`config.mk`:
```
export PLATFORM = sky130hd
export DESIGN_NAME = seg_cmd_driver
export DESIGN_NICKNAME = d
export VERILOG_FILES = /design/src/rtl/seg_cmd_driver.sv
export SDC_FILE = /design/constraint.sdc
export NUM_CORES = 1
export LEC_CHECK = 0
export ABC_AREA = 1
export CELL_PAD_IN_SITES_DETAIL_PLACEMENT = 1
export CELL_PAD_IN_SITES_GLOBAL_PLACEMENT = 1
export CORE_MARGIN = 4
export CORE_UTILIZATION = 42
export DETAILED_ROUTE_END_ITERATION = 10
export PLACE_DENSITY = 0.8
export SYNTH_ARGS = -nofsm -noshare
export SYNTH_HDL_FRONTEND = slang
export SYNTH_SLANG_ARGS = --single-unit
export TNS_END_PERCENT = 5
```
`constraint.sdc`:
```
create_clock -name clk -period 2.36 [get_ports clk]
set_input_delay 0.472 -clock clk [delete_from_list [all_inputs] [get_ports clk]]
set_output_delay 0.472 -clock clk [all_outputs]
set_load 0.05 [all_outputs]
```
`src/rtl/seg_cmd_driver.sv`:
```
// Host-side command driver for the seven-segment register/ALU tile: queues 12-bit
// commands, strobes them onto the tile bus, waits a settle time, decodes the display.
module seg_cmd_driver #(
    parameter int unsigned FIFO_DEPTH = 4,
    parameter int unsigned SETTLE     = 3
) (
    input  logic        clk,
    input  logic        rst,
    input  logic        cmd_valid,
    output logic        cmd_ready,
    input  logic [11:0] cmd_data,
    output logic [3:0]  out_data,
    output logic [3:0]  out_addr,
    output logic [3:0]  out_opcode,
    output logic        out_write_enable,
    input  logic [6:0]  seg_in,
    output logic        rsp_valid,
    output logic [3:0]  rsp_nibble,
    output logic        rsp_error,
    output logic        busy
);

    localparam int unsigned AW = $clog2(FIFO_DEPTH);
    localparam int unsigned CW = (SETTLE > 1) ? $clog2(SETTLE) : 1;
    localparam logic [CW-1:0] SETTLE_LAST = CW'(SETTLE - 1);

    typedef enum logic [1:0] {
        S_IDLE,
        S_DRIVE,
        S_SETTLE,
        S_RESP
    } state_t;

    state_t      state;
    logic [CW-1:0] cnt;

    logic [11:0] mem [FIFO_DEPTH];
    logic [AW:0] wr_ptr;
    logic [AW:0] rd_ptr;
    logic        full;
    logic        empty;
    logic        push;
    logic        pop;
    logic [11:0] head;

    // Pointers carry one extra wrap bit: equal low bits with differing MSB means full.
    assign full      = (wr_ptr[AW] != rd_ptr[AW]) && (wr_ptr[AW-1:0] == rd_ptr[AW-1:0]);
    assign empty     = (wr_ptr == rd_ptr);
    assign cmd_ready = !full && !rst;
    assign push      = cmd_valid && cmd_ready;
    assign head      = mem[rd_ptr[AW-1:0]];
    assign busy      = (state != S_IDLE) || !empty;

    always_comb begin
        pop = 1'b0;
        if (!empty && (state == S_IDLE || state == S_RESP))
            pop = 1'b1;
    end

    always_ff @(posedge clk) begin
        if (push)
            mem[wr_ptr[AW-1:0]] <= cmd_data;
    end

    always_ff @(posedge clk) begin
        if (rst) begin
            wr_ptr <= '0;
            rd_ptr <= '0;
        end else begin
            if (push)
                wr_ptr <= wr_ptr + 1'b1;
            if (pop)
                rd_ptr <= rd_ptr + 1'b1;
        end
    end

    function automatic logic [4:0] decode(input logic [6:0] seg);
        case (seg)
            7'h3F:   decode = 5'h00;
            7'h06:   decode = 5'h01;
            7'h5B:   decode = 5'h02;
            7'h4F:   decode = 5'h03;
            7'h66:   decode = 5'h04;
            7'h6D:   decode = 5'h05;
            7'h7D:   decode = 5'h06;
            7'h07:   decode = 5'h07;
            7'h7F:   decode = 5'h08;
            7'h6F:   decode = 5'h09;
            7'h77:   decode = 5'h0A;
            7'h7C:   decode = 5'h0B;
            7'h39:   decode = 5'h0C;
            7'h5E:   decode = 5'h0D;
            7'h79:   decode = 5'h0E;
            7'h71:   decode = 5'h0F;
            default: decode = 5'h10;
        endcase
    endfunction

    // The bus is loaded on the edge entering DRIVE so the strobe and its data coincide.
    always_ff @(posedge clk) begin
        if (rst) begin
            state            <= S_IDLE;
            cnt              <= '0;
            out_data         <= '0;
            out_addr         <= '0;
            out_opcode       <= '0;
            out_write_enable <= 1'b0;
            rsp_valid        <= 1'b0;
            rsp_nibble       <= '0;
            rsp_error        <= 1'b0;
        end else begin
            out_write_enable <= 1'b0;
            rsp_valid        <= 1'b0;
            case (state)
                S_IDLE, S_RESP: begin
                    if (pop) begin
                        {out_opcode, out_addr, out_data} <= head;
                        out_write_enable <= 1'b1;
                        state            <= S_DRIVE;
                    end else begin
                        state <= S_IDLE;
                    end
                end
                S_DRIVE: begin
                    cnt   <= SETTLE_LAST;
                    state <= S_SETTLE;
                end
                S_SETTLE: begin
                    if (cnt == '0) begin
                        {rsp_error, rsp_nibble} <= decode(seg_in);
                        rsp_valid <= 1'b1;
                        state     <= S_RESP;
                    end else begin
                        cnt <= cnt - 1'b1;
                    end
                end
                default: state <= S_IDLE;
            endcase
        end
    end

endmodule

```
# [Word-level counts from Yosys, hierarchy flattened]
# Memory sizes are Yosys's and may differ from the RTL's. A register that Yosys moved wholly into a read port is not among the register bits.
# Index checks and enable logic that the tools add are counted.
[totals] out_inout_bits=21 memories=1 ramBits=48 register_bits=17 inputBits=22
[op_classes] bitwise_logic=2 n_addsub=3 eq_ne=24 muxes=11 reduce_logical=19
[memory_table] memory="mem" depth=4 width=12 rd=1 rd_clocked_by_memory_dff=1 write_ports=1 line_no="37" rtl="logic [11:0] mem [FIFO_DEPTH];"
[ops] operator="7-bit == test, second input constant" n=12
[ops] operator="5-bit case mux with 16 select lines" n=1
[ops] operator="7-bit by 3-bit == test with 1-bit output, second input constant" n=2
[ops] operator="7-bit by 6-bit == test with 1-bit output, second input constant" n=2
[ops] operator="3-bit by 1-bit adder with 3-bit output, second input constant" n=2
[ops] operator="1-bit two-way mux" n=6
[ops] operator="2-bit case mux with 3 select lines" n=1
[ops] operator="2-bit AND reduction" n=3
[ops] operator="2-bit OR reduction" n=3
[ops] operator="2-bit == test, second input constant" n=2
[ops] operator="1-bit logical AND" n=4
[ops] operator="2-bit logical NOT" n=2
[ops] operator="2-bit two-way mux" n=2
[ops] operator="2-bit != test, second input constant" n=2
[ops] operator="2-bit case mux with 2 select lines" n=1
[ops] operator="2-bit nonzero test" n=2
[ops] operator="3-bit == test" n=1
[ops] operator="1-bit logical NOT" n=3
[ops] operator="2-bit by 1-bit == test with 1-bit output, second input constant" n=1
[ops] operator="2-bit == test" n=1
[ops] operator="1-bit logical OR" n=2
[ops] operator="1-bit inverter" n=2
[ops] operator="2-bit by 1-bit subtractor with 2-bit output, second input constant" n=1
[ops] operator="1-bit != test" n=1

# [Depth between registers and ports, before layout]
# Gate-level depths: netlist (run 1).
[depth] word_depth=7 ltp_mapped=9 depth_no_buf=9

# [Least setup slack after synthesis (run 1)]
# No wires, ideal clock.
[synth_timing] path_kind="in2reg" from="input port rst" to="memory mem[0][0] (enable)" arrival_ns=1.534 cell_stages=4 setup_ns=0.380 required_time_ns=1.980 setup_slack_ns=0.446 path_cell_list="clkbuf_1 -> inv_1 -> nand3_1 -> nor2_1"
[synth_between] elab_chain_len=5
[synth_rtl] element="start, declared" line_no="8" rtl="input logic rst,"
[synth_rtl] element="1-bit logical NOT" line_no="49" rtl="assign cmd_ready = !full && !rst;"
[synth_rtl] element="1-bit logical AND" line_no="49"
[synth_rtl] element="1-bit logical AND" line_no="50" rtl="assign push = cmd_valid && cmd_ready;"
[synth_rtl] element="1-bit two-way mux" line_no="61" rtl="if (push)"
[synth_rtl] element="1-bit two-way mux (not written as such)" line_no="62" rtl="mem[wr_ptr[AW-1:0]] <= cmd_data;"
[synth_rtl] element="end, declared" line_no="37"
# Every way passes these cells.

# [Worst setup path in the final report (run 1)]
[layout_timing] from="register rd_ptr[0]" to="output port cmd_ready"
[layout_between] elab_chain_len=4
[layout_rtl] element="start, declared" line_no="39" rtl="logic [AW:0] rd_ptr;"
[layout_rtl] element="start signal, assigned" line_no="73" rtl="rd_ptr <= rd_ptr + 1'b1;"
[layout_rtl] element="2-bit == test" line_no="47" rtl="assign full = (wr_ptr[AW] != rd_ptr[AW]) && (wr_ptr[AW-1:0] == rd_ptr[AW-1:0]);"
[layout_rtl] element="1-bit logical AND" line_no="47"
[layout_rtl] element="1-bit logical NOT" line_no="49"
[layout_rtl] element="1-bit logical AND" line_no="49"
[layout_rtl] element="end, declared" line_no="10" rtl="output logic cmd_ready,"
# Every way passes these cells.

==> out/qor.tcl, run 1 <==
set qor(timing.max_cap.violations) 0
set qor(final_core_utilization_pct) 53.2
set qor(placement.io_buffers) 42
set qor(synth_area_per_cell_um2) 9.32
set qor(power_leakage_nw) 1.67
set qor(antennaDiodeCount) 0
set qor(avgRoutedWirePerCell_um) 14.9
set qor(vdd.ir_drop.worst_v) 0.000379
set qor(syn_area_mm2) 0.00345
set qor(final_max_slew_viol_count) 0
set qor(swShare_pct) 42.6
set qor(critical_path_peak_fanout) 13
set qor(postSynth.asyncResetShare_pct) 0
set qor(die_area_mm2) 0.00972
set qor(report.final.setup_viol) 0
set qor(routed_via_density) 4.99
set qor(p_int_w) 0.00269
set qor(layout.cells.most_common) {sky130_fd_sc_hd__nor2_1}
set qor(cts_tree) {yes}
set qor(worstSetupPathType) {reg2out}
set qor(ys_warn_count) 0
set qor(vias) 2613
set qor(setup_repair_after_global_routing_missed_its_margin) {false}
set qor(wire_length_of_the_first_global_routing_pass_um) 13100
set qor(fin_cells) 524
set qor(floorplan.initialDensity_pct) 43.9
set qor(post_synth_inst_count) 370
set qor(drt-initial-drc-count) 119
set qor(clock_power_share_pct) 19.5
set qor(layout.area.seq_mm2) 0.00202
set qor(gr-usage-all-layers_pct) 17.1
set qor(worstHoldPathType) {reg2reg}
set qor(seq_power_share_pct) 36.6
set qor(antenna_found_initial) 0
set qor(power_switching_w) 0.00200
set qor(ys_dominant_reg_cell) {sky130_fd_sc_hd__edfxtp_1}
set qor(die_h_um) 98.6
set qor(totalNegativeSetupSlack_ps) 0
set qor(setup.worst_path.end_class) {output port}
set qor(post-route-period-util_pct) 92.4
set qor(antenna_violation_net_count_after_detailed_routing) 0
set qor(globalRoute.totalOverflow) 0
set qor(worst_ep_arrival_time_ps) 1710
set qor(synth.ff_latch_count) 77
set qor(clock.fmax_mhz) 459
set qor(count_of_endpoints_failing_hold_in_the_final_timing_report) 0
set qor(tightest_slew_ps) 593
set qor(final_net_count) 447
set qor(post-route-drc-count) 0
set qor(run_status) {complete, no violations}
set qor(synth_edf_count) 48
set qor(cts_made_buffers) 9
set qor(gpl.final_weighted_congestion) 0.820
set qor(design.portCount) 43
set qor(vias_in_the_first_global_route) 2745
set qor(grt_start_max_net_pins) 30
set qor(clk-insertion-delay-late_ps) 350
set qor(final_layout_size_suffix_gt1_share_pct) 12.1
set qor(clkSlewWorstSetupHoldPaths_ps) 80
set qor(cts_buffer_depth) 2
set qor(finalWirelength_um) 7800
set qor(clock_sink_count) 77
set qor(clock-root-buffer) {sky130_fd_sc_hd__clkbuf_8}
set qor(placed_cells_incl_taps) 508
set qor(finalClockSkew_ps) 6.58
set qor(fp.coreArea_mm2) 0.00785
set qor(rows) 32
set qor(layout.cells.most_common_list) {sky130_fd_sc_hd__nor2_1, sky130_fd_sc_hd__nand2_1, sky130_fd_sc_hd__edfxtp_1}
set qor(h-tree-depth) 3
set qor(power_density_mw_per_mm2) 1120
set qor(synth_nets) 400
set qor(comb_power_share_pct) 43.9
set qor(synth-seq-area-share_pct) 58.6
set qor(worst-endpoint-required_ps) 1890
set qor(postCtsSetupBuffers) 0
set qor(fillers) 926
set qor(dp_hpwl_um) 5650
set qor(cts_hold_buf) 0
set qor(ctsResizeCount) 0
set qor(areaGrowthSynthToFinish_pct) 21.1
set qor(slew_headroom_pct) 60.3
set qor(dr.pass1.iters) 4
set qor(fp.dieW_um) 98.6
set qor(multiInputGateArea_mm2) 0.00120
set qor(post-route-min-period_ps) 2180
set qor(timing.critical_path.from_type) {register}
set qor(netlist-cell-type-count) 26
cell type report:
type / count / area share [%]
Clock buffer: 9 / 2.97
Tap cell: 102 / 3.06
Inverter: 39 / 3.51
Sequential cell: 77 / 48.4
Clock inverter: 7 / 1.35
Timing Repair Buffer: 50 / 12.0
Multi-Input combinational cell: 240 / 28.7
stage by stage:
| stage | hold WS (ps) | worst slack (ps) | area [µm²] | total power, W |
|---|---|---|---|---|
| after global placement | 463 | 368 | 4000 | 0.00373 |
| after CTS | 488 | 160 | 4180 | 0.00474 |
| final | 487 | 180 | 4180 | 0.00469 |
| after detailed placement | 477 | 242 | 4000 | 0.00381 |
| after global routing | 524 | 39.5 | 4180 | 0.00501 |
| after floorplan | 451 | 446 | 3450 | 0.00329 |
power groups by stage:
stage	sequential, W	clock, W	combinational, W
after global routing	0.00174	0.00100	0.00227
after floorplan	0.00206	0	0.00122
after global placement	0.00174	0	0.00199
after CTS	0.00172	0.000943	0.00208
after detailed placement	0.00175	0	0.00207
final	0.00172	0.000915	0.00206
registers in the layout (all words and copies together) (netlist names), 2 cells and up:
name        count
mem            48
out_data        4
rsp_nibble      4
out_opcode      4
wr_ptr          3
state           2
out_addr        4
rd_ptr          3
cnt             2
kinds of logic after synthesis:
kind of cell	count (synthesis)	synth area share, %
adder cells (fa/ha/maj)	8	2.90
AND/OR/NAND/NOR	186	22.9
AO/OA/AOI/OAI	41	7.33
flip-flops	77	58.6
XOR/XNOR	5	1.71
buffers and inverters	53	6.57
cells in the mapped netlist (all sizes together) (3+ instances only):
cell type / count / area share [%]
o32ai: 12 / 3.0
o21ai: 20 / 2.9
nor2: 97 / 12
nand3: 12 / 1.7
edfxtp: 48 / 42
clkbuf: 7 / 0.76
dfxtp: 29 / 17
nand4: 3 / 0.54
a21oi: 7 / 1.0
inv: 39 / 4.2
nand2: 70 / 7.7
buf: 7 / 1.6
ha: 8 / 2.9
xor2: 3 / 0.76
critical path, stage by stage (launching register included):
cell and delay, ps:
sky130_fd_sc_hd__dfxtp_1 670, sky130_fd_sc_hd__xnor2_2 190, sky130_fd_sc_hd__nand3_1 160, sky130_fd_sc_hd__nand2_1 90, sky130_fd_sc_hd__inv_1 90, sky130_fd_sc_hd__buf_12 160
metal layers:
| layer | share of wire (%) | global-route usage [%] |
|---|---|---|
| met1 | 45 | 21.7 |
| met2 | 49 | 29.0 |
| met3 | 3.9 | 3.11 |
| met4 | 1.9 | 7.04 |
| met5 | 0 | 0 |
worst paths after layout:
| path | start | slack, ps | depth (start not counted) | end |
|---|---|---|---|---|
| worst max register to register | rd_ptr[0] | 310 | 5 | mem[0][9] |
| worst max-delay path | rd_ptr[0] | 180 | 5 | cmd_ready |
| worst min register to register | rsp_error | 490 | 2 | rsp_error |
| worst min-delay path | rsp_error | 490 | 2 | rsp_error |
No activity file was read; power rests on OpenSTA's default activity.
==> run 2, diff against run 1 <==
--- a/config.mk
+++ b/config.mk
@@ -12,6 +12,7 @@
 export CORE_UTILIZATION = 42
 export DETAILED_ROUTE_END_ITERATION = 10
 export PLACE_DENSITY = 0.8
+export SLEW_MARGIN = 20
 export SYNTH_ARGS = -nofsm -noshare
 export SYNTH_HDL_FRONTEND = slang
 export SYNTH_SLANG_ARGS = --single-unit
==> results of run 2 <==
Same layout as run 1: the final DEF is identical, and so are final timing and power.
==> run 3, diff against run 2 <==
--- a/config.mk
+++ b/config.mk
@@ -11,7 +11,7 @@
 export CORE_MARGIN = 4
 export CORE_UTILIZATION = 42
 export DETAILED_ROUTE_END_ITERATION = 10
-export PLACE_DENSITY = 0.8
+export PLACE_DENSITY_LB_ADDON = 0.05
 export SLEW_MARGIN = 20
 export SYNTH_ARGS = -nofsm -noshare
 export SYNTH_HDL_FRONTEND = slang
==> run 3 against run 2 <==
Compared with the run above: flip-flop and latch count unchanged; first-iteration DRC count decreased by 24%; non-clock buffer count unchanged; critical path type unchanged; power about the same.
==> out/qor.tcl, run 3 (synthesis results as in run 1) <==
set qor(totalNegativeSetupSlack_ps) 0 ;# unchanged
set qor(vias) 2531 ;# was 2613
set qor(largest_register_ffs) 48 ;# unchanged
set qor(finalWirelength_um) 7360 ;# was 7800 µm
set qor(globalRoute.totalOverflow) 0 ;# unchanged
set qor(postLayoutCellArea_mm2) 0.00418 ;# about the same
set qor(run_status) {complete, no violations} ;# unchanged
set qor(grt_start_max_net_pins) 30 ;# unchanged
set qor(clkSlewWorstSetupHoldPaths_ps) 90 ;# was 80 ps
set qor(rrSetupSlack_ps) 410 ;# was 310 ps
set qor(dp_hpwl_um) 5210 ;# was 5650 µm
set qor(design.portCount) 43 ;# unchanged
set qor(post-route-min-period_ps) 2200 ;# was 2180 ps
set qor(detailed_place.area_mm2) 0.00400 ;# unchanged
set qor(count_of_endpoints_failing_hold_in_the_final_timing_report) 0 ;# unchanged
set qor(fp.dieW_um) 98.6 ;# unchanged
set qor(gpl.final_weighted_congestion) 0.788 ;# was 0.820
set qor(antenna_found_initial) 0 ;# unchanged
set qor(h-tree-depth) 3 ;# unchanged
set qor(finalClockSkew_ps) 12.3 ;# was 6.58 ps
set qor(clk-insertion-delay-late_ps) 350 ;# about the same
set qor(layout.cells.most_common_list) {sky130_fd_sc_hd__nor2_1, sky130_fd_sc_hd__nand2_1, sky130_fd_sc_hd__edfxtp_1} ;# unchanged
set qor(worstSetupPathType) {reg2out} ;# unchanged
set qor(power_leakage_nw) 1.67 ;# about the same
set qor(cts_tree) {yes} ;# unchanged
set qor(place_worst_setup_slack_ps) 266 ;# was 242 ps
set qor(slew_headroom_pct) 58.6 ;# was 60.3%
set qor(fp.coreArea_mm2) 0.00785 ;# unchanged
set qor(clock_sink_count) 77 ;# unchanged
set qor(worst-endpoint-required_ps) 1890 ;# about the same
set qor(avgRoutedWirePerCell_um) 14.1 ;# was 14.9 µm
set qor(timing.critical_path.buf_inv) 2 ;# unchanged
set qor(worst_ep_arrival_time_ps) 1720 ;# was 1710 ps
set qor(post-route-period-util_pct) 93.0 ;# was 92.4%
set qor(critical_path_peak_fanout) 13 ;# unchanged
set qor(report.final.setup_viol) 0 ;# unchanged
set qor(launch_point_of_the_worst_reg_to_reg_path) {rd_ptr[0]} ;# unchanged
set qor(final_net_count) 447 ;# unchanged
set qor(final_max_slew_viol_count) 0 ;# unchanged
set qor(floorplan.initialDensity_pct) 43.9 ;# unchanged
set qor(worstHoldPathType) {reg2reg} ;# unchanged
set qor(design_power_total_w) 0.00470 ;# was 0.00469 W
set qor(power_density_mw_per_mm2) 1120 ;# about the same
set qor(vias_in_the_first_global_route) 2522 ;# was 2745
set qor(vdd.ir_drop.worst_v) 0.000377 ;# was 0.000379 V
set qor(cts_made_buffers) 9 ;# unchanged
set qor(layout.cells.most_common) {sky130_fd_sc_hd__nor2_1} ;# unchanged
set qor(post-route-drc-count) 0 ;# unchanged
set qor(cts_buffer_depth) 2 ;# unchanged
set qor(dr.pass1.iters) 4 ;# unchanged
set qor(worstPathCellList) {xnor2_2 -> nand3_1 -> nand2_1 -> inv_1 -> buf_12} ;# unchanged
set qor(tightest_slew_ps) 619 ;# was 593 ps
set qor(fin_ws_ps) 165 ;# was 180 ps
set qor(gr-usage-all-layers_pct) 16.1 ;# was 17.1%
set qor(routed_via_density) 4.83 ;# was 4.99
set qor(clock.fmax_mhz) 456 ;# was 459 MHz
set qor(postCtsSetupBuffers) 0 ;# unchanged
set qor(antennaDiodeCount) 0 ;# unchanged
set qor(timing.critical_path.from_type) {register} ;# unchanged
set qor(drt-initial-drc-count) 91 ;# was 119
set qor(worstHoldStart) {state[1]} ;# was rsp_error
set qor(final_layout_size_suffix_gt1_share_pct) 12.1 ;# unchanged
set qor(setup_repair_after_global_routing_missed_its_margin) {false} ;# unchanged
set qor(placement.io_buffers) 42 ;# unchanged
set qor(cts_hold_buf) 0 ;# unchanged
set qor(clock-root-buffer) {sky130_fd_sc_hd__clkbuf_8} ;# unchanged
set qor(slowest_delay_ps) 690 ;# was 670 ps
set qor(antenna_violation_net_count_after_detailed_routing) 0 ;# unchanged
set qor(rows) 32 ;# unchanged
set qor(die_h_um) 98.6 ;# unchanged
set qor(timing.max_cap.violations) 0 ;# unchanged
set qor(ctsResizeCount) 0 ;# unchanged
set qor(wire_length_of_the_first_global_routing_pass_um) 12300 ;# was 13100 µm
set qor(worstSetupStartpoint) {rd_ptr[0]} ;# unchanged
set qor(cp_top_family) {flip-flops} ;# unchanged
set qor(worst_hold_margin_ps) 483 ;# was 487 ps
set qor(critical_path.slowest_cell) {sky130_fd_sc_hd__dfxtp_1} ;# unchanged
set qor(die_area_mm2) 0.00972 ;# unchanged
set qor(areaGrowthSynthToFinish_pct) 21.3 ;# was 21.1%
set qor(setup.worst_path.end_class) {output port} ;# unchanged
-- run 3: layout make-up --
cell class,instances,area (µm²)
fill,916,3670
sequential,77,2020
timing repair buffer,50,500
inverter,39,146
multi-input combinational,240,1200
clock inverter,7,61.3
clock buffer,9,124
tap,102,128
-- run 3: through the flow --
step	utilization (%)	instances
after floorplan	-	370
after global placement	50.9	508
after detailed placement	50.9	508
after CTS	53.3	524
after global routing	53.3	524
final	53.3	524
-- run 3: worst register-to-register path, cell delays in order (launching register included) --
cell	delay [ps]
sky130_fd_sc_hd__dfxtp_1	690
sky130_fd_sc_hd__xnor2_2	160
sky130_fd_sc_hd__nand3_1	160
sky130_fd_sc_hd__nand3_1	230
sky130_fd_sc_hd__nor2_1	170
sky130_fd_sc_hd__buf_4	250
-- run 3: path summary, 6_finish.rpt --
check	to	cells past startpoint
hold / removal	state[1]	2
hold reg to reg	state[1]	2
setup reg to reg	mem[0][2]	5
setup / recovery	cmd_ready	5
-- run 3: report_power, final --
part           switching (W)  total [W]  internal, W
registers           0.000113    0.00172      0.00160
logic                0.00134    0.00204     0.000696
clock network       0.000536   0.000939     0.000404
total                0.00199    0.00470      0.00270
-- run 3: routing by layer --
metal / track usage, % / vias up / part of all wire, %
met3: 3.11 / 8 / 3.2
met4: 5.67 / 0 / 1.2
li1: - / 1304 / -
met2: 25.6 / 38 / 47
met1: 22.0 / 1181 / 49
met5: 0 / - / 0
